`src/rtl/ahb_pkg.sv`:
```
// Shared AHB-Lite encodings and bridge state types.
// Used by both the slave-side and master-side bridges.
package ahb_pkg;

  typedef enum logic [1:0] {
    HTRANS_IDLE   = 2'b00,
    HTRANS_BUSY   = 2'b01,
    HTRANS_NONSEQ = 2'b10,
    HTRANS_SEQ    = 2'b11
  } htrans_t;

  localparam logic [2:0] HSIZE_BYTE  = 3'd0;
  localparam logic [2:0] HSIZE_HALF  = 3'd1;
  localparam logic [2:0] HSIZE_WORD  = 3'd2;
  localparam logic [2:0] HSIZE_DWORD = 3'd3;

  typedef enum logic [1:0] {
    ST_IDLE,
    ST_ACCESS,
    ST_ERR1,
    ST_ERR2
  } bridge_state_t;

  localparam logic HRESP_OKAY  = 1'b0;
  localparam logic HRESP_ERROR = 1'b1;

  function automatic int size_bytes(input logic [2:0] hsize);
    return 1 << hsize;
  endfunction

endpackage

```
`src/rtl/ahb_strb_gen.sv`:
```
// Byte-lane strobe generator: marks the 2^hsize lanes starting at addr_lsb.
// Reads always produce an all-zero strobe.
module ahb_strb_gen
  import ahb_pkg::*;
#(
  parameter  int DATA_WIDTH = 32,
  localparam int LANES      = DATA_WIDTH / 8,
  localparam int LSB_W      = $clog2(LANES)
) (
  input  logic [2:0]       hsize,
  input  logic [LSB_W-1:0] addr_lsb,
  input  logic             write,
  output logic [LANES-1:0] strb
);

  always_comb begin
    strb = '0;
    for (int i = 0; i < LANES; i++) begin
      if (write && (i >= int'(addr_lsb)) && (i < int'(addr_lsb) + size_bytes(hsize))) begin
        strb[i] = 1'b1;
      end
    end
  end

endmodule

```
`src/rtl/ahb_slave_bridge.sv`:
```
// AHB-Lite slave front end: turns address/data-phase transfers into a single
// ready-handshaked request and maps its completion back onto HREADYOUT/HRESP.
module ahb_slave_bridge
  import ahb_pkg::*;
#(
  parameter int AHB_ADDR_WIDTH = 32,
  parameter int AHB_DATA_WIDTH = 32,
  parameter int TIMEOUT        = 16
) (
  input  logic                        hclk,
  input  logic                        hresetn,
  input  logic                        hsel,
  input  logic [AHB_ADDR_WIDTH-1:0]   haddr,
  input  logic [1:0]                  htrans,
  input  logic                        hwrite,
  input  logic [2:0]                  hsize,
  input  logic [3:0]                  hprot,
  input  logic [AHB_DATA_WIDTH-1:0]   hwdata,
  input  logic                        hready,
  output logic [AHB_DATA_WIDTH-1:0]   hrdata,
  output logic                        slave_ready,
  output logic                        slave_error,
  output logic                        sel,
  output logic [AHB_ADDR_WIDTH-1:0]   addr,
  output logic                        write,
  output logic [AHB_DATA_WIDTH-1:0]   wdata,
  output logic [AHB_DATA_WIDTH/8-1:0] strb,
  output logic [3:0]                  prot,
  input  logic                        ready,
  input  logic [AHB_DATA_WIDTH-1:0]   rdata,
  input  logic                        other_error
);

  localparam int         LANES    = AHB_DATA_WIDTH / 8;
  localparam int         LSB_W    = $clog2(LANES);
  localparam logic [2:0] MAX_SIZE = 3'(LSB_W);
  localparam int         CNT_W    = (TIMEOUT > 1) ? $clog2(TIMEOUT) : 1;

  bridge_state_t    state, next_state;
  logic [CNT_W-1:0] wait_cnt;
  logic [2:0]       size_q;
  logic [LSB_W-1:0] align_mask;
  logic             accept, illegal, done_ok, timed_out, take;

  // A new address phase is only taken when the previous data phase is ending.
  always_comb begin
    accept     = hsel && hready && ((htrans == HTRANS_NONSEQ) || (htrans == HTRANS_SEQ));
    align_mask = LSB_W'((32'd1 << hsize) - 32'd1);
    illegal    = (hsize > MAX_SIZE) || ((haddr[LSB_W-1:0] & align_mask) != '0);
    done_ok    = (state == ST_ACCESS) && ready && !other_error;
    timed_out  = (TIMEOUT != 0) && (wait_cnt == CNT_W'(TIMEOUT - 1));
    take       = accept && ((state == ST_IDLE) || (state == ST_ERR2) || done_ok);
  end

  always_ff @(posedge hclk) begin
    if (!hresetn) begin
      state    <= ST_IDLE;
      wait_cnt <= '0;
      addr     <= '0;
      write    <= 1'b0;
      size_q   <= '0;
      prot     <= '0;
    end else begin
      state <= next_state;
      if ((state == ST_ACCESS) && (next_state == ST_ACCESS) && !ready) begin
        wait_cnt <= wait_cnt + 1'b1;
      end else begin
        wait_cnt <= '0;
      end
      if (take) begin
        addr   <= haddr;
        write  <= hwrite;
        size_q <= hsize;
        prot   <= hprot;
      end
    end
  end

  always_comb begin
    next_state = state;
    case (state)
      ST_IDLE: begin
        if (take) next_state = illegal ? ST_ERR1 : ST_ACCESS;
      end
      ST_ACCESS: begin
        if (ready) begin
          if (other_error)  next_state = ST_ERR1;
          else if (take)    next_state = illegal ? ST_ERR1 : ST_ACCESS;
          else              next_state = ST_IDLE;
        end else if (timed_out) begin
          next_state = ST_ERR1;
        end
      end
      ST_ERR1: next_state = ST_ERR2;
      ST_ERR2: begin
        if (take) next_state = illegal ? ST_ERR1 : ST_ACCESS;
        else      next_state = ST_IDLE;
      end
      default: next_state = ST_IDLE;
    endcase
  end

  // ERR1/ERR2 form the standard two-cycle AHB error response.
  always_comb begin
    sel         = 1'b0;
    slave_ready = 1'b1;
    slave_error = HRESP_OKAY;
    hrdata      = '0;
    case (state)
      ST_ACCESS: begin
        sel         = 1'b1;
        slave_ready = ready && !other_error;
        if (ready && !write) hrdata = rdata;
      end
      ST_ERR1: begin
        slave_ready = 1'b0;
        slave_error = HRESP_ERROR;
      end
      ST_ERR2: slave_error = HRESP_ERROR;
      default: ;
    endcase
  end

  assign wdata = hwdata;

  ahb_strb_gen #(.DATA_WIDTH(AHB_DATA_WIDTH)) u_strb_gen (
    .hsize    (size_q),
    .addr_lsb (addr[LSB_W-1:0]),
    .write    (write),
    .strb     (strb)
  );

endmodule

```
`config.mk`:
```
export PLATFORM = sky130hd
export DESIGN_NAME = ahb_slave_bridge
export DESIGN_NICKNAME = d
export VERILOG_FILES = /design/src/rtl/ahb_pkg.sv /design/src/rtl/ahb_strb_gen.sv /design/src/rtl/ahb_slave_bridge.sv
export SDC_FILE = /design/constraint.sdc
export NUM_CORES = 1
export LEC_CHECK = 0
export CAP_MARGIN = 20
export CORE_MARGIN = 2
export CORE_UTILIZATION = 32
export CTS_CLUSTER_DIAMETER = 100
export DETAILED_ROUTE_END_ITERATION = 12
export PLACE_DENSITY_LB_ADDON = 0.1
export RECOVER_POWER = 25
export SLEW_MARGIN = 15
export SYNTH_ARGS = -nofsm -noshare
export SYNTH_HDL_FRONTEND = slang
export SYNTH_HIERARCHICAL = 1
export SYNTH_SLANG_ARGS = --single-unit
```
`constraint.sdc`:
```
create_clock -name hclk -period 2.6 [get_ports hclk]
set_clock_uncertainty 0.2 [all_clocks]
set_input_delay 0.52 -clock hclk [delete_from_list [all_inputs] [get_ports hclk]]
set_output_delay 0.52 -clock hclk [all_outputs]
set_load 0.1 [all_outputs]
```
* Yosys cells after proc, flatten, opt, wreduce, memory -nomap -nowiden
Cells that the tools add are included.
** Word-level totals
- Register bits after elaboration :: 46
- Output and inout port bits :: 108
- Bits of input ports :: 112
** Operators by class
- Reduce and logical (&&, ||, !) cells :: 27
- $lt $le $gt $ge :: 8
- Mux-type cells :: 16
- Bitwise operators :: 1
- $add $sub $neg :: 3
- Equality and inequality tests :: 7
- Shifts and indexed selects :: 2
** Operator list (number)
- < comparator 3 x 32 -> 1 bit (first input constant) :: 2
- two-way mux 32 bit :: 2
- adder 3 x 32 -> 32 bit :: 1
- < comparator 1 x 32 -> 1 bit (first input constant) :: 1
- < comparator 2 x 32 -> 1 bit (first input constant) :: 1
- left shift 1 x 3 -> 32 bit (first input constant) :: 1
- logical AND 1 bit :: 16
- two-way mux 2 bit :: 6
- equality test 2 bit (second input constant) :: 4
- case mux 2 bit (4 select lines) :: 1
- two-way mux 1 bit :: 6
- adder 4 x 1 -> 4 bit (second input constant) :: 1
- equality test 2 x 1 -> 1 bit (second input constant) :: 2
- equality test 4 bit (second input constant) :: 1
- >= comparator 1 x 2 -> 1 bit (first input constant) :: 2
- logical OR 1 bit :: 4
- greater-than comparator 3 x 2 -> 1 bit (second input constant) :: 1
- zero test 1 bit :: 3
- left shift 1 x 3 -> 2 bit (first input constant) :: 1
- bitwise AND 2 bit :: 1
- >= comparator 2 bit (first input constant) :: 1
- zero test 2 bit :: 1
- case mux 1 bit (2 select lines) :: 1
- AND reduction 2 bit :: 1
- 3 further kinds :: 3

* Logic depth before layout (Yosys ltp)
Gate-level depths: netlist (run 1).
- Depth after elaboration :: 14
- Depth in mapped cells :: 8

* Modules after synthesis
Netlist (run 1), hierarchy kept.
** Modules (own cells, without submodules)
- ahb_slave_bridge :: sequential area each 920.9 um2, area each 2352.3 um2, times used 1, cells an instance 294
- ahb_strb_gen :: sequential area each 0.0 um2, area each 142.6 um2, times used 1, cells an instance 20

* Worst setup path before layout (run 1)
No wires, ideal clock.
- Path type :: reg-to-output
- From :: reg addr[0]
- To :: out strb[0]
- Stages on the path, launching flop included :: 6
- Path buffers :: 0
- Arrival :: 3.365 ns
- Setup slack :: -1.485 ns
- Cell sequence :: dfxtp_1 ha_1 fa_1 inv_1 a21o_1 a31oi_1
** Between the ends
- Longest elaborated chain between the ends :: 4
** Ends and longest elaborated chain
- from (decl) :: line ahb_slave_bridge.sv:24 : output logic [AHB_ADDR_WIDTH-1:0] addr,
- from (signal assigned) :: line ahb_slave_bridge.sv:71 : addr <= haddr;
- adder 3 x 32 -> 32 bit / >= comparator 1 x 2 -> 1 bit (equally long branches) :: line ahb_strb_gen.sv:19 : if (write && (i >= int'(addr_lsb)) && (i < int'(addr_lsb) + size_bytes(hsize))) begin
- < comparator 1 x 32 -> 1 bit / logical AND 1 bit (equally long branches) :: line ahb_strb_gen.sv:19
- logical AND 1 bit * :: line ahb_strb_gen.sv:19
- two-way mux 1 bit * :: line ahb_strb_gen.sv:19
- to (decl) :: line ahb_slave_bridge.sv:27 : output logic [AHB_DATA_WIDTH/8-1:0] strb,
Every way passes the cells marked *; elsewhere a longest branch is shown, timed or not.

* Worst setup path after layout (run 1)
- From :: reg size_q[2]
- To :: out strb[1]
** Between the ends
- Longest elaborated chain between the ends :: 5
** Ends and longest elaborated chain
- from (decl) :: line ahb_slave_bridge.sv:41 : logic [2:0] size_q;
- from (signal assigned) :: line ahb_slave_bridge.sv:73 : size_q <= hsize;
- left shift 1 x 3 -> 32 bit :: line ahb_pkg.sv:28 : return 1 << hsize;
- adder 3 x 32 -> 32 bit :: line ahb_strb_gen.sv:19
- < comparator 2 x 32 -> 1 bit :: line ahb_strb_gen.sv:19
- logical AND 1 bit :: line ahb_strb_gen.sv:19
- two-way mux 1 bit :: line ahb_strb_gen.sv:19
Every way passes these cells.

==> results of run 1 <==
[power by group]
part,internal (mW),total [mW],switching [mW]
Combinational,0.586,1.70,1.11
Clock,0.269,0.500,0.231
Sequential,0.762,0.808,0.0466
[through the flow]
step | setup slack (ns) | instances | setup TNS [ns] | util, %
global route | -0.198 | 549 | -0.692 | 60.9
CTS | -0.144 | 545 | -0.276 | 59.8
global placement | 0.0129 | 537 | 0 | 57.8
detailed placement | 0.00809 | 537 | 0 | 57.8
floorplan | -0.317 | 314 | -0.410 | -
finish | -0.112 | 549 | -0.341 | 60.9
[cells in the final DEF (no fill, tap or decap), drive strengths merged, types with 2 or more instances in the layout]
cell,netlist,final
buf,33,94
nand2,88,88
clkdlybuf4s50,0,77
dfxtp,46,46
a21boi,41,41
and2,33,33
clkbuf,15,9
ha,7,7
inv,6,6
nor2,5,5
nand3,4,4
a21oi,4,4
nor4,3,3
a21o,3,3
nor3,3,3
a311oi,3,3
nand2b,2,2
a31oi,2,2
o21ai,2,2
[state kept, by name, indices dropped and copies added, names as in the netlist]
name      flops
addr         32
write         1
state         2
wait_cnt      4
prot          4
size_q        3
[cell type report]
cell class / count / area [µm²] / share of cell area [%]
clock buffers: 8 / 110 / 2.36
inverters: 6 / 22.5 / 0.483
multi-input cells: 214 / 1440 / 30.9
flip-flops and latches: 46 / 938 / 20.1
well taps: 102 / 128 / 2.74
repair buffers: 173 / 2020 / 43.4
[path summary, 6_finish.rpt]
kind	start	to	slack (ns)	cells after the start
setup / recovery	size_q[2]	strb[1]	-0.11	7
hold / removal	addr[2]	addr[2]	0.27	2
setup reg to reg	state[0]	wait_cnt[3]	0.47	7
hold reg to reg	addr[2]	addr[2]	0.27	2
[worst max-delay path, cell delays in order, from the launching register on]
cell and delay, ns:
sky130_fd_sc_hd__dfxtp_2 0.35, sky130_fd_sc_hd__nor3_4 0.22, sky130_fd_sc_hd__ha_4 0.17, sky130_fd_sc_hd__fa_2 0.19, sky130_fd_sc_hd__inv_2 0.05, sky130_fd_sc_hd__a21o_4 0.20, sky130_fd_sc_hd__a311oi_4 0.30, sky130_fd_sc_hd__buf_12 0.21
[repair_timing]
item / 4_1_cts / 5_1_grt
setup endpoints to repair: 4 / 36
cloned: 0 / 2
pin swaps: 6 / 8
gates resized for setup: 15 / 7
setup buffers: 2 / 2
[logic make-up after synthesis]
family,after synthesis,share of synthesized area [%]
xor+xnor,2,0.702
buf+inv,54,13.0
compound gates,60,18.4
simple gates,144,26.7
fa+ha+maj,8,4.31
flops,46,36.9
[metal layers]
metal	global-route usage [%]	up-vias	routed length, µm
li1	-	1252	-
met1	19.9	1179	2920
met2	30.8	114	4080
met3	5.86	6	712
met4	5.10	0	79
met5	0	-	0
==> results.md, run 1 <==
| Step | Metric | Value |
|---|---|---|
| grt | Pin count of the biggest net entering global routing | 33 |
| die | Number of primary I/O pins | 220 |
| setup path | Arrival time reported for the critical path endpoint | 1.99 ns |
| grt | Sum of overflow across all layers after global routing | 0 |
| detailed routing | Number of DRC markers after the initial detailed-route iteration | 74 |
| grt | Number of antenna violations at the first check in global routing | 0 |
| detailed routing | Detailed Route WL | 7.79 mm |
| sta | Post-layout min period | 2.71 ns |
| die | Floorplan die area | 8520 µm² |
| cells and area | Final-stage net count | 566 |
| synth | Synth area leaders | sky130_fd_sc_hd__dfxtp_1 37%, sky130_fd_sc_hd__nand2_1 13%, sky130_fd_sc_hd__a21boi_0 12% |
| power and ir drop | PnR Total Power | 3.00 mW |
| detailed routing | Residual DRC count | 0 |
| synth | Syn Inst Count | 314 |
| sta | Peak clock frequency supported by timing | 369 MHz |
| cells and area | Fraction of layout cells with a size suffix above 1 | 36.7% |
| clock tree | Cell at the root of the clock tree | sky130_fd_sc_hd__clkbuf_8 |
| sta | Crit path setup slack, layout | -0.112 ns |
| run | Maximum Capacitance Violations | 0 |
| place | Final estimated routing congestion in global placement | 0.758 |
| synth | Proportion of synthesized flip-flops having asynchronous set or reset | 0% |
| sta | Pin slew with the least headroom to its limit | 0.365 ns |
| detailed routing | Detailed-route vias per instance | 4.65 |
| synth | Most common flop cell mapped by yosys | sky130_fd_sc_hd__dfxtp_1 |
| setup path | Type of destination of the critical path | primary output |
| clock tree | CTS tree | built |
| power and ir drop | PD cells | 645 nW/µm² |
| synth | Most used standard cell by instance count after synthesis | sky130_fd_sc_hd__nand2_1 |
| clock tree | Inserted Clock Buffers | 5 |
| sta | WHS | 0.266 ns |
| worst hold path | Path class of the lowest-slack min-delay path | flip-flop to flip-flop |
| synth | Count of flip-flops with a built-in enable after synthesis | 0 |
| setup path | Startpoint type of the worst setup path | flip-flop |
| synth | Most common library cells after synthesis | 88 x sky130_fd_sc_hd__nand2_1, 46 x sky130_fd_sc_hd__dfxtp_1, 41 x sky130_fd_sc_hd__a21boi_0 |
| sta | Count of endpoints failing setup in the final report | 4 |
| synth | Average instance area after synthesis | 7.95 µm² |
| power and ir drop | Standby leakage power | 1.83 nW |
| die | Height of the die | 92.3 µm |
| synth | Number of warnings printed during yosys synthesis | 6 |
| clock tree | Max Buffers Root-to-Sink | 2 |
| die | Die Span X | 92.3 µm |
| synth | FF+latch count, synth | 46 |
| grt | Via count of the first global-routing pass | 2319 |
| sta | RSZ-0062 raised after global routing | yes |
| setup path | Crit-path max FO | 3 |
| die | Initial core utilization | 32.6% |
| status | Result of the run | finished with violations |
| synth | Area of the mapped netlist | 2490 µm² |
| detailed routing | Drt wl/cell | 14.2 µm |
| synth | Count of unique library cells instantiated by Yosys | 35 |
| setup path | Required time of the worst setup path | 1.88 ns |
| synth | Cell type with the largest total area after synthesis | sky130_fd_sc_hd__dfxtp_1 |
| clock tree | Htree depth | 2 |
| sta | Tightest slew margin relative to the limit | 75.5% |
| place | Final HPWL from detailed placement | 6.16 mm |
| clock tree | Number of sinks driven by the clock tree | 46 |
| sta | Hold Fails Final Rpt | 0 |
| die | Area of the core | 7650 µm² |
| cells and area | Area overhead of the layout relative to synthesis | 86.7% |
| synth | Share of Yosys cell area claimed by the top area cell type | 36.9% |
| cells and area | Fill cell total of the finished layout | 671 |
| clock tree | Clock input transition at the sequential cells of the worst setup and hold paths | 0.08 ns |
| cells and area | Final non-filler cell area | 4660 µm² |
| synth | Portion of the post-synthesis area used by sequential elements | 36.9% |
| grt | Wire length of the first global-routing pass | 12.0 mm |
| place | Area post-placement | 4420 µm² |
| detailed routing | Post-detailed-route count of antenna-violating nets | 0 |
| die | Std cell rows | 32 |
| synth | Net count after synthesis | 434 |
| power and ir drop | IR Drop Worst-Case VDD | 0.000441 V |
| clock tree | Clk_lat worst skew | 0.29 ns |
| grt | Overall global routing resource usage | 17.5% |
| sta | Number of pins exceeding their max-slew limit in the final report | 0 |
| place | Count of buffers from port buffering | 154 |
| sta | Period utilization | 104% |
| detailed routing | Total number of vias | 2551 |
| cells and area | Diodes inserted | 0 |
| detailed routing | DR pass1 iterations | 4 |
| status | Violated checks | setup timing |
| clock tree | Count of hold-fix buffers inserted at cts | 0 |
| setup path | Worst Setup Path Type | flip-flop to primary output |
No activity file was read; power rests on OpenSTA's default activity.
==> inputs of run 2 (changes only) <==
--- a/config.mk
+++ b/config.mk
@@ -12,8 +12,8 @@
 export DETAILED_ROUTE_END_ITERATION = 12
 export PLACE_DENSITY_LB_ADDON = 0.1
 export RECOVER_POWER = 25
+export SKIP_CTS_REPAIR_TIMING = 1
 export SLEW_MARGIN = 15
 export SYNTH_ARGS = -nofsm -noshare
 export SYNTH_HDL_FRONTEND = slang
-export SYNTH_HIERARCHICAL = 1
 export SYNTH_SLANG_ARGS = --single-unit
==> run 2 against run 1 <==
  * The run still ends with setup timing left
  * Hold slack lost 0.0078 ns
  * Power shrank 3.0%
  * Routed wire length shrank 4.6%
  * Final cell count shrank 1.3%
  * Sequential power is essentially flat
  * Core utilization shrank 1.6 points
  * Sequential share of layout area grew 0.44 points
  * Global-route usage shrank 0.56 points
  * First-iteration DRC count shrank 34%
  * Critical path type unchanged
  * Largest power group unchanged
==> results.md, run 2 <==
| Step | Metric | Value |
|---|---|---|
| status | Result of the run | finished with violations |
| status | Violated checks | setup timing |
| setup path | Critical path origin | size_q[1] |
| setup path | Delay of the slowest cell on the worst path | 0.37 ns |
| sta | Period utilization | 114% |
| sta | Total negative slack | -1.28 ns |
| synth | Proportion of synthesized area in mux cells | 0.398% |
| die | Floorplan die area | 8580 µm² |
| place | Count of buffers from port buffering | 154 |
| die | Initial core utilization | 32.9% |
| synth | Share of Yosys cell area claimed by the top area cell type | 36.7% |
| power and ir drop | IR Drop Worst-Case VDD | 0.000296 V |
| die | Std cell rows | 32 |
| synth | Average instance area after synthesis | 8.03 µm² |
| synth | Synth area leaders | sky130_fd_sc_hd__dfxtp_1 37%, sky130_fd_sc_hd__a21boi_0 13%, sky130_fd_sc_hd__nand2_1 13% |
| detailed routing | Detailed Route WL | 7.43 mm |
| setup path | Worst path top cell family by delay | adder cells |
| setup path | Reg2reg path depth | 7 |
| sta | Count of endpoints failing setup in the final report | 4 |
| synth | Area of the mapped netlist | 2510 µm² |
| cells and area | Largest Register | addr |
| setup path | Arrival time reported for the critical path endpoint | 2.23 ns |
| sta | RSZ-0062 raised after global routing | yes |
| grt | Sum of overflow across all layers after global routing | 0 |
| setup path | Slowest CP cell | sky130_fd_sc_hd__dfxtp_4 |
| cells and area | Final non-filler cell area | 4540 µm² |
| detailed routing | Residual DRC count | 0 |
| clock tree | Number of sinks driven by the clock tree | 46 |
| clock tree | Clk_lat worst skew | 0.30 ns |
| synth | Post-Synth XOR/XNOR Area | 0.697% |
| setup path | Path length in cells of the critical path | 9 |
| synth | Proportion of synthesized flip-flops having asynchronous set or reset | 0% |
| place | Final estimated routing congestion in global placement | 0.751 |
| place | Number of cells in the design after placement | 534 |
| clock tree | Inserted Clock Buffers | 5 |
| place | Worst Setup Slack post-DPL | -0.0359 ns |
| power and ir drop | Comb pwr share | 56.7% |
| clock tree | Clock input transition at the sequential cells of the worst setup and hold paths | 0.10 ns |
| sta | Pin slew with the least headroom to its limit | 1.19 ns |
| setup path | Launch point of the worst reg-to-reg path | state[1] |
| clock tree | CTS tree | built |
| synth | FF+latch count, synth | 46 |
| synth | Most common library cells after synthesis | 84 x sky130_fd_sc_hd__nand2_1, 46 x sky130_fd_sc_hd__dfxtp_1, 42 x sky130_fd_sc_hd__a21boi_0 |
| sta | Crit path setup slack, layout | -0.352 ns |
| grt | Via count of the first global-routing pass | 2341 |
| synth | Main combinational cell family by area after synthesis | simple AND/OR/NAND/NOR gates |
| synth | Area fraction in compound gates after synthesis | 17.6% |
| worst hold path | Path class of the lowest-slack min-delay path | flip-flop to flip-flop |
| cells and area | Biggest regs | addr: 32 flops, prot: 4 flops, wait_cnt: 4 flops |
| clock tree | Cell at the root of the clock tree | sky130_fd_sc_hd__clkbuf_8 |
| clock tree | Htree depth | 2 |
| sta | WHS | 0.258 ns |
| synth | Number of warnings printed during yosys synthesis | 0 |
| synth | Syn Inst Count | 313 |
| power and ir drop | Standby leakage power | 1.75 nW |
| grt | Wire length of the first global-routing pass | 11.7 mm |
| cells and area | Number of standard cells in the final layout excluding fillers | 542 |
| cells and area | Diodes inserted | 0 |
| cells and area | Final-stage net count | 559 |
| synth | Count of flip-flops with a built-in enable after synthesis | 0 |
| clock tree | Max Buffers Root-to-Sink | 2 |
| cells and area | Fraction of layout cells with a size suffix above 1 | 33.2% |
| detailed routing | DR pass1 iterations | 5 |
| synth | Count of unique library cells instantiated by Yosys | 35 |
| synth | Net count after synthesis | 433 |
| sta | Number of pins exceeding their max-slew limit in the final report | 0 |
| sta | Peak clock frequency supported by timing | 339 MHz |
| synth | Portion of the post-synthesis area used by sequential elements | 36.7% |
| grt | Overall global routing resource usage | 16.9% |
| cells and area | Most common cell after layout, fill and taps aside | sky130_fd_sc_hd__nand2_1 |
| die | Height of the die | 92.6 µm |
| sta | Tightest slew margin relative to the limit | 21.0% |
| grt | Pin count of the biggest net entering global routing | 41 |
| power and ir drop | PD cells | 642 nW/µm² |
| power and ir drop | Total internal power | 1.51 mW |
| synth | Area fraction in and, or, nand and nor cells after synthesis | 27.4% |
| setup path | Worst Setup Path Type | flip-flop to primary output |
| power and ir drop | Sw frac | 48.2% |
| power and ir drop | Portion of total power attributed to sequential cells | 27.8% |
| die | Area of the core | 7650 µm² |
| setup path | Total buffers and inverters traversed by the critical path | 3 |
| place | Area post-placement | 4450 µm² |
| detailed routing | Drt wl/cell | 13.7 µm |
| sta | Hold Fails Final Rpt | 0 |
| cells and area | Fill cell total of the finished layout | 681 |
| setup path | Sequence of cells on the critical path | nor3_4 > ha_4 > inv_2 > fa_2 > nand3b_1 > a21oi_4 > buf_12 > a311oi_4 > buf_12 |
| setup path | Type of destination of the critical path | primary output |
| power and ir drop | Switching power | 1.40 mW |
| run | Maximum Capacitance Violations | 0 |
| sta | Post-layout min period | 2.95 ns |
| setup path | Required time of the worst setup path | 1.88 ns |
| die | Number of primary I/O pins | 220 |
| synth | Most common flop cell mapped by yosys | sky130_fd_sc_hd__dfxtp_1 |
| detailed routing | Total number of vias | 2424 |
| synth | Post-synthesis share of cell area spent on full adders, half adders and majority gates | 4.28% |
| setup path | Startpoint type of the worst setup path | flip-flop |
| worst hold path | Hold Path Depth | 1 |
| place | Final HPWL from detailed placement | 5.85 mm |
| cells and area | Number of flip-flops in the largest register | 32 |
| detailed routing | Number of DRC markers after the initial detailed-route iteration | 49 |
| cells and area | Area overhead of the layout relative to synthesis | 80.7% |
| power and ir drop | Clk pwr share | 15.5% |
| detailed routing | Post-detailed-route count of antenna-violating nets | 0 |
| die | Die Span X | 92.6 µm |
| cells and area | Leading cell types in the layout, fill and taps excluded | 84 x sky130_fd_sc_hd__nand2_1, 78 x sky130_fd_sc_hd__clkdlybuf4s50_1, 42 x sky130_fd_sc_hd__a21boi_0, 42 x sky130_fd_sc_hd__buf_4 |
| detailed routing | Detailed-route vias per instance | 4.47 |
| worst hold path | Worst Hold Launch | wait_cnt[0] |
| synth | Most used standard cell by instance count after synthesis | sky130_fd_sc_hd__nand2_1 |
| synth | Cell type with the largest total area after synthesis | sky130_fd_sc_hd__dfxtp_1 |
| setup path | Crit-path max FO | 4 |
| setup path | Most Frequent Cell on Critical Path | sky130_fd_sc_hd__buf_12 |
| grt | Number of antenna violations at the first check in global routing | 0 |
## run 2: path summary, 6_finish.rpt
check | to | slack (ns)
min | wait_cnt[0] | 0.26
max | strb[0] | -0.35
max reg2reg | wait_cnt[2] | 0.47
min reg2reg | wait_cnt[0] | 0.26
## run 2: kinds of logic after synthesis
group	Yosys count
and+or+nand+nor	144
xor gates and xnor gates	2
DFF	46
adders and majority gates	8
buffers and inverters	55
AOI/OAI and AO/OA	57
muxes	1
## run 2: stage by stage
stage | power (mW) | util (%)
after floorplan | 2.14 | -
after global placement | 2.47 | 58.2
after detailed placement | 2.49 | 58.2
after CTS | 2.94 | 59.4
after global routing | 3.04 | 59.4
final | 2.91 | 59.4
## run 2: worst reg2reg max path: cells and delay by family, from the launching register on
family | cells | cell delay, ns
compound gates | 3 | 0.57
fa+ha+maj | 1 | 0.34
buf+inv | 2 | 0.26
flops | 1 | 0.42
simple gates | 1 | 0.25
## run 2: final cells by class
cell class | instances | area [µm²] | area share [%]
inverters | 8 | 30.0 | 0.662
repair buffers | 166 | 1940 | 42.6
clock inverters | 3 | 23.8 | 0.524
multi-input cells | 212 | 1420 | 31.3
well taps | 102 | 128 | 2.81
flip-flops and latches | 46 | 935 | 20.6
clock buffers | 5 | 68.8 | 1.52
## run 2: metal layers
metal | wire [µm] | vias to the layer above | GRT usage, %
li1 | - | 1234 | -
met3 | 395 | 9 | 4.07
met4 | 70 | 0 | 4.35
met1 | 3020 | 1105 | 20.9
met2 | 3950 | 76 | 29.4
met5 | 0 | - | 0
## run 2: power by group through the flow
| stage | combinational, mW | clock [mW] | sequential [mW] |
|---|---|---|---|
| after floorplan | 0.994 | 0 | 1.15 |
| after global placement | 1.64 | 0 | 0.822 |
| after detailed placement | 1.66 | 0 | 0.825 |
| after CTS | 1.67 | 0.469 | 0.809 |
| after global routing | 1.72 | 0.501 | 0.818 |
| final | 1.65 | 0.452 | 0.809 |
==> inputs of run 3 (changes only) <==
--- a/config.mk
+++ b/config.mk
@@ -6,7 +6,7 @@
 export NUM_CORES = 1
 export LEC_CHECK = 0
 export CAP_MARGIN = 20
-export CORE_MARGIN = 2
+export CORE_MARGIN = 3
 export CORE_UTILIZATION = 32
 export CTS_CLUSTER_DIAMETER = 100
 export DETAILED_ROUTE_END_ITERATION = 12
==> run 3 against run 2 <==
  * The flow still finishes with violations (setup timing)
  * Flip-flop and latch count did not move
  * Clock power increased by 19%
  * Global-route usage down 0.40 points
  * Routed wire length up 2.5%
  * First-iteration DRC count shrank 16%
  * Setup slack better by 0.010 ns
  * Fmax up 0.35%
  * Non-clock buffer count increased by 2
  * Critical path depth stayed put
  * Final cell count fell by 0.18%
  * Design area increased by 0.50%
  * Critical endpoint is now strb[2]
  * Highest routed layer unchanged
==> results.md, run 3 (synthesis gave the netlist of run 2 again) <==
| Step | Metric | Value |
|---|---|---|
| power and ir drop | PD cells | 657 nW/µm² |
| die | Floorplan die area | 8950 µm² |
| detailed routing | Residual DRC count | 0 |
| sta | Count of endpoints failing setup in the final report | 4 |
| sta | Number of pins exceeding their max-slew limit in the final report | 0 |
| setup path | Required time of the worst setup path | 1.88 ns |
| setup path | Startpoint type of the worst setup path | flip-flop |
| die | Area of the core | 7450 µm² |
| detailed routing | DR pass1 iterations | 4 |
| setup path | Type of destination of the critical path | primary output |
| place | Count of buffers from port buffering | 154 |
| detailed routing | Number of DRC markers after the initial detailed-route iteration | 41 |
| sta | Pin slew with the least headroom to its limit | 1.18 ns |
| grt | Number of antenna violations at the first check in global routing | 0 |
| run | Maximum Capacitance Violations | 0 |
| detailed routing | Total number of vias | 2398 |
| power and ir drop | Portion of total power attributed to sequential cells | 26.9% |
| detailed routing | Post-detailed-route count of antenna-violating nets | 0 |
| place | Area post-placement | 4440 µm² |
| clock tree | Max Buffers Root-to-Sink | 2 |
| power and ir drop | PnR Total Power | 3.00 mW |
| clock tree | CTS tree | built |
| clock tree | Clock input transition at the sequential cells of the worst setup and hold paths | 0.09 ns |
| setup path | Delay of the slowest cell on the worst path | 0.37 ns |
| setup path | Worst path top cell family by delay | simple AND/OR/NAND/NOR gates |
| detailed routing | Drt wl/cell | 14.1 µm |
| cells and area | Biggest regs | addr: 32 flops, prot: 4 flops, wait_cnt: 4 flops |
| grt | Wire length of the first global-routing pass | 11.7 mm |
| place | Worst Setup Slack post-DPL | -0.0356 ns |
| die | Initial core utilization | 33.7% |
| clock tree | Cell at the root of the clock tree | sky130_fd_sc_hd__clkbuf_8 |
| clock tree | Number of sinks driven by the clock tree | 46 |
| cells and area | Final standard cell utilization of the core | 61.3% |
| cells and area | Final non-filler cell area | 4560 µm² |
| die | Die Span X | 94.6 µm |
| die | Height of the die | 94.6 µm |
| clock tree | Inserted Clock Buffers | 5 |
| cells and area | Diodes inserted | 0 |
| power and ir drop | Switching power | 1.39 mW |
| detailed routing | Detailed Route WL | 7.62 mm |
| setup path | Slowest CP cell | sky130_fd_sc_hd__dfxtp_4 |
| power and ir drop | Sw frac | 46.5% |
| setup path | Sequence of cells on the critical path | nor3_4 > ha_4 > inv_2 > fa_2 > nand3b_1 > a21oi_4 > o21ai_2 > and3_4 > buf_12 |
| cells and area | Largest Register | addr |
| clock tree | Htree depth | 2 |
| power and ir drop | Total internal power | 1.60 mW |
| sta | Post-layout min period | 2.94 ns |
| status | Violated checks | setup timing |
| setup path | Worst Setup Path Type | flip-flop to primary output |
| sta | WHS | 0.258 ns |
| grt | Overall global routing resource usage | 16.5% |
| power and ir drop | IR Drop Worst-Case VDD | 0.000335 V |
| cells and area | Area overhead of the layout relative to synthesis | 81.6% |
| grt | Pin count of the biggest net entering global routing | 33 |
| setup path | Setup slack on the worst flop-to-flop path | 0.54 ns |
| status | Result of the run | finished with violations |
| power and ir drop | Standby leakage power | 1.77 nW |
| sta | Peak clock frequency supported by timing | 340 MHz |
| sta | Crit path setup slack, layout | -0.342 ns |
| setup path | Arrival time reported for the critical path endpoint | 2.22 ns |
| sta | Hold Fails Final Rpt | 0 |
| cells and area | Leading cell types in the layout, fill and taps excluded | 83 x sky130_fd_sc_hd__nand2_1, 78 x sky130_fd_sc_hd__clkdlybuf4s50_1, 45 x sky130_fd_sc_hd__buf_4 |
| grt | Via count of the first global-routing pass | 2357 |
| power and ir drop | Comb pwr share | 55.2% |
| power and ir drop | Clk pwr share | 17.9% |
| sta | RSZ-0062 raised after global routing | yes |
| sta | Period utilization | 113% |
| clock tree | Clk_lat worst skew | 0.29 ns |
| setup path | Total buffers and inverters traversed by the critical path | 2 |
| grt | Sum of overflow across all layers after global routing | 0 |
| die | Std cell rows | 31 |
| setup path | Crit-path max FO | 4 |
| place | Final HPWL from detailed placement | 6.14 mm |
| detailed routing | Detailed-route vias per instance | 4.43 |
| place | Final estimated routing congestion in global placement | 0.831 |
| cells and area | Final-stage net count | 561 |
| worst hold path | Path class of the lowest-slack min-delay path | flip-flop to flip-flop |
| cells and area | Most common cell after layout, fill and taps aside | sky130_fd_sc_hd__nand2_1 |
| die | Number of primary I/O pins | 220 |
| cells and area | Number of flip-flops in the largest register | 32 |
| sta | Tightest slew margin relative to the limit | 21.8% |
| cells and area | Fraction of layout cells with a size suffix above 1 | 33.5% |
run 3: through the flow:
step	std cells	TNS (ns)
finish	541	-1.22
global route	541	-1.68
CTS	540	-1.19
detailed placement	532	-0.0356
global placement	532	-0.00783
floorplan	313	-0.687
run 3: area by class of cell:
cell class / instances / area, µm²
fill: 676 / 2890
clock buffer: 5 / 68.8
multi-input combinational: 212 / 1420
tap: 99 / 124
inverter: 8 / 30.0
sequential: 46 / 933
clock inverter: 3 / 43.8
timing repair buffer: 168 / 1940
run 3: path summary, 6_finish.rpt:
kind | startpoint | end | cells after the start
setup reg to reg | state[0] | wait_cnt[2] | 7
hold / removal | wait_cnt[0] | wait_cnt[0] | 1
setup / recovery | size_q[1] | strb[2] | 9
hold reg to reg | wait_cnt[0] | wait_cnt[0] | 1
run 3: power by group through the flow:
stage | registers, mW | logic (mW) | clock network (mW)
2_1_floorplan | 1.15 | 0.994 | 0
5_1_grt | 0.817 | 1.73 | 0.585
6_report | 0.808 | 1.65 | 0.536
3_5_place_dp | 0.824 | 1.66 | 0
4_1_cts | 0.808 | 1.66 | 0.557
3_3_place_gp | 0.821 | 1.65 | 0
run 3: per-layer routing:
metal  global-route usage, %  vias to the layer above  share of wire (%)  wire length, µm
met4                    3.85                        0               0.95               72
met1                    20.4                     1099                 41             3100
met5                       0                        -                  0                0
met3                    4.22                       10                5.3              407
met2                    28.7                       53                 53             4040
li1                        -                     1236                  -                -
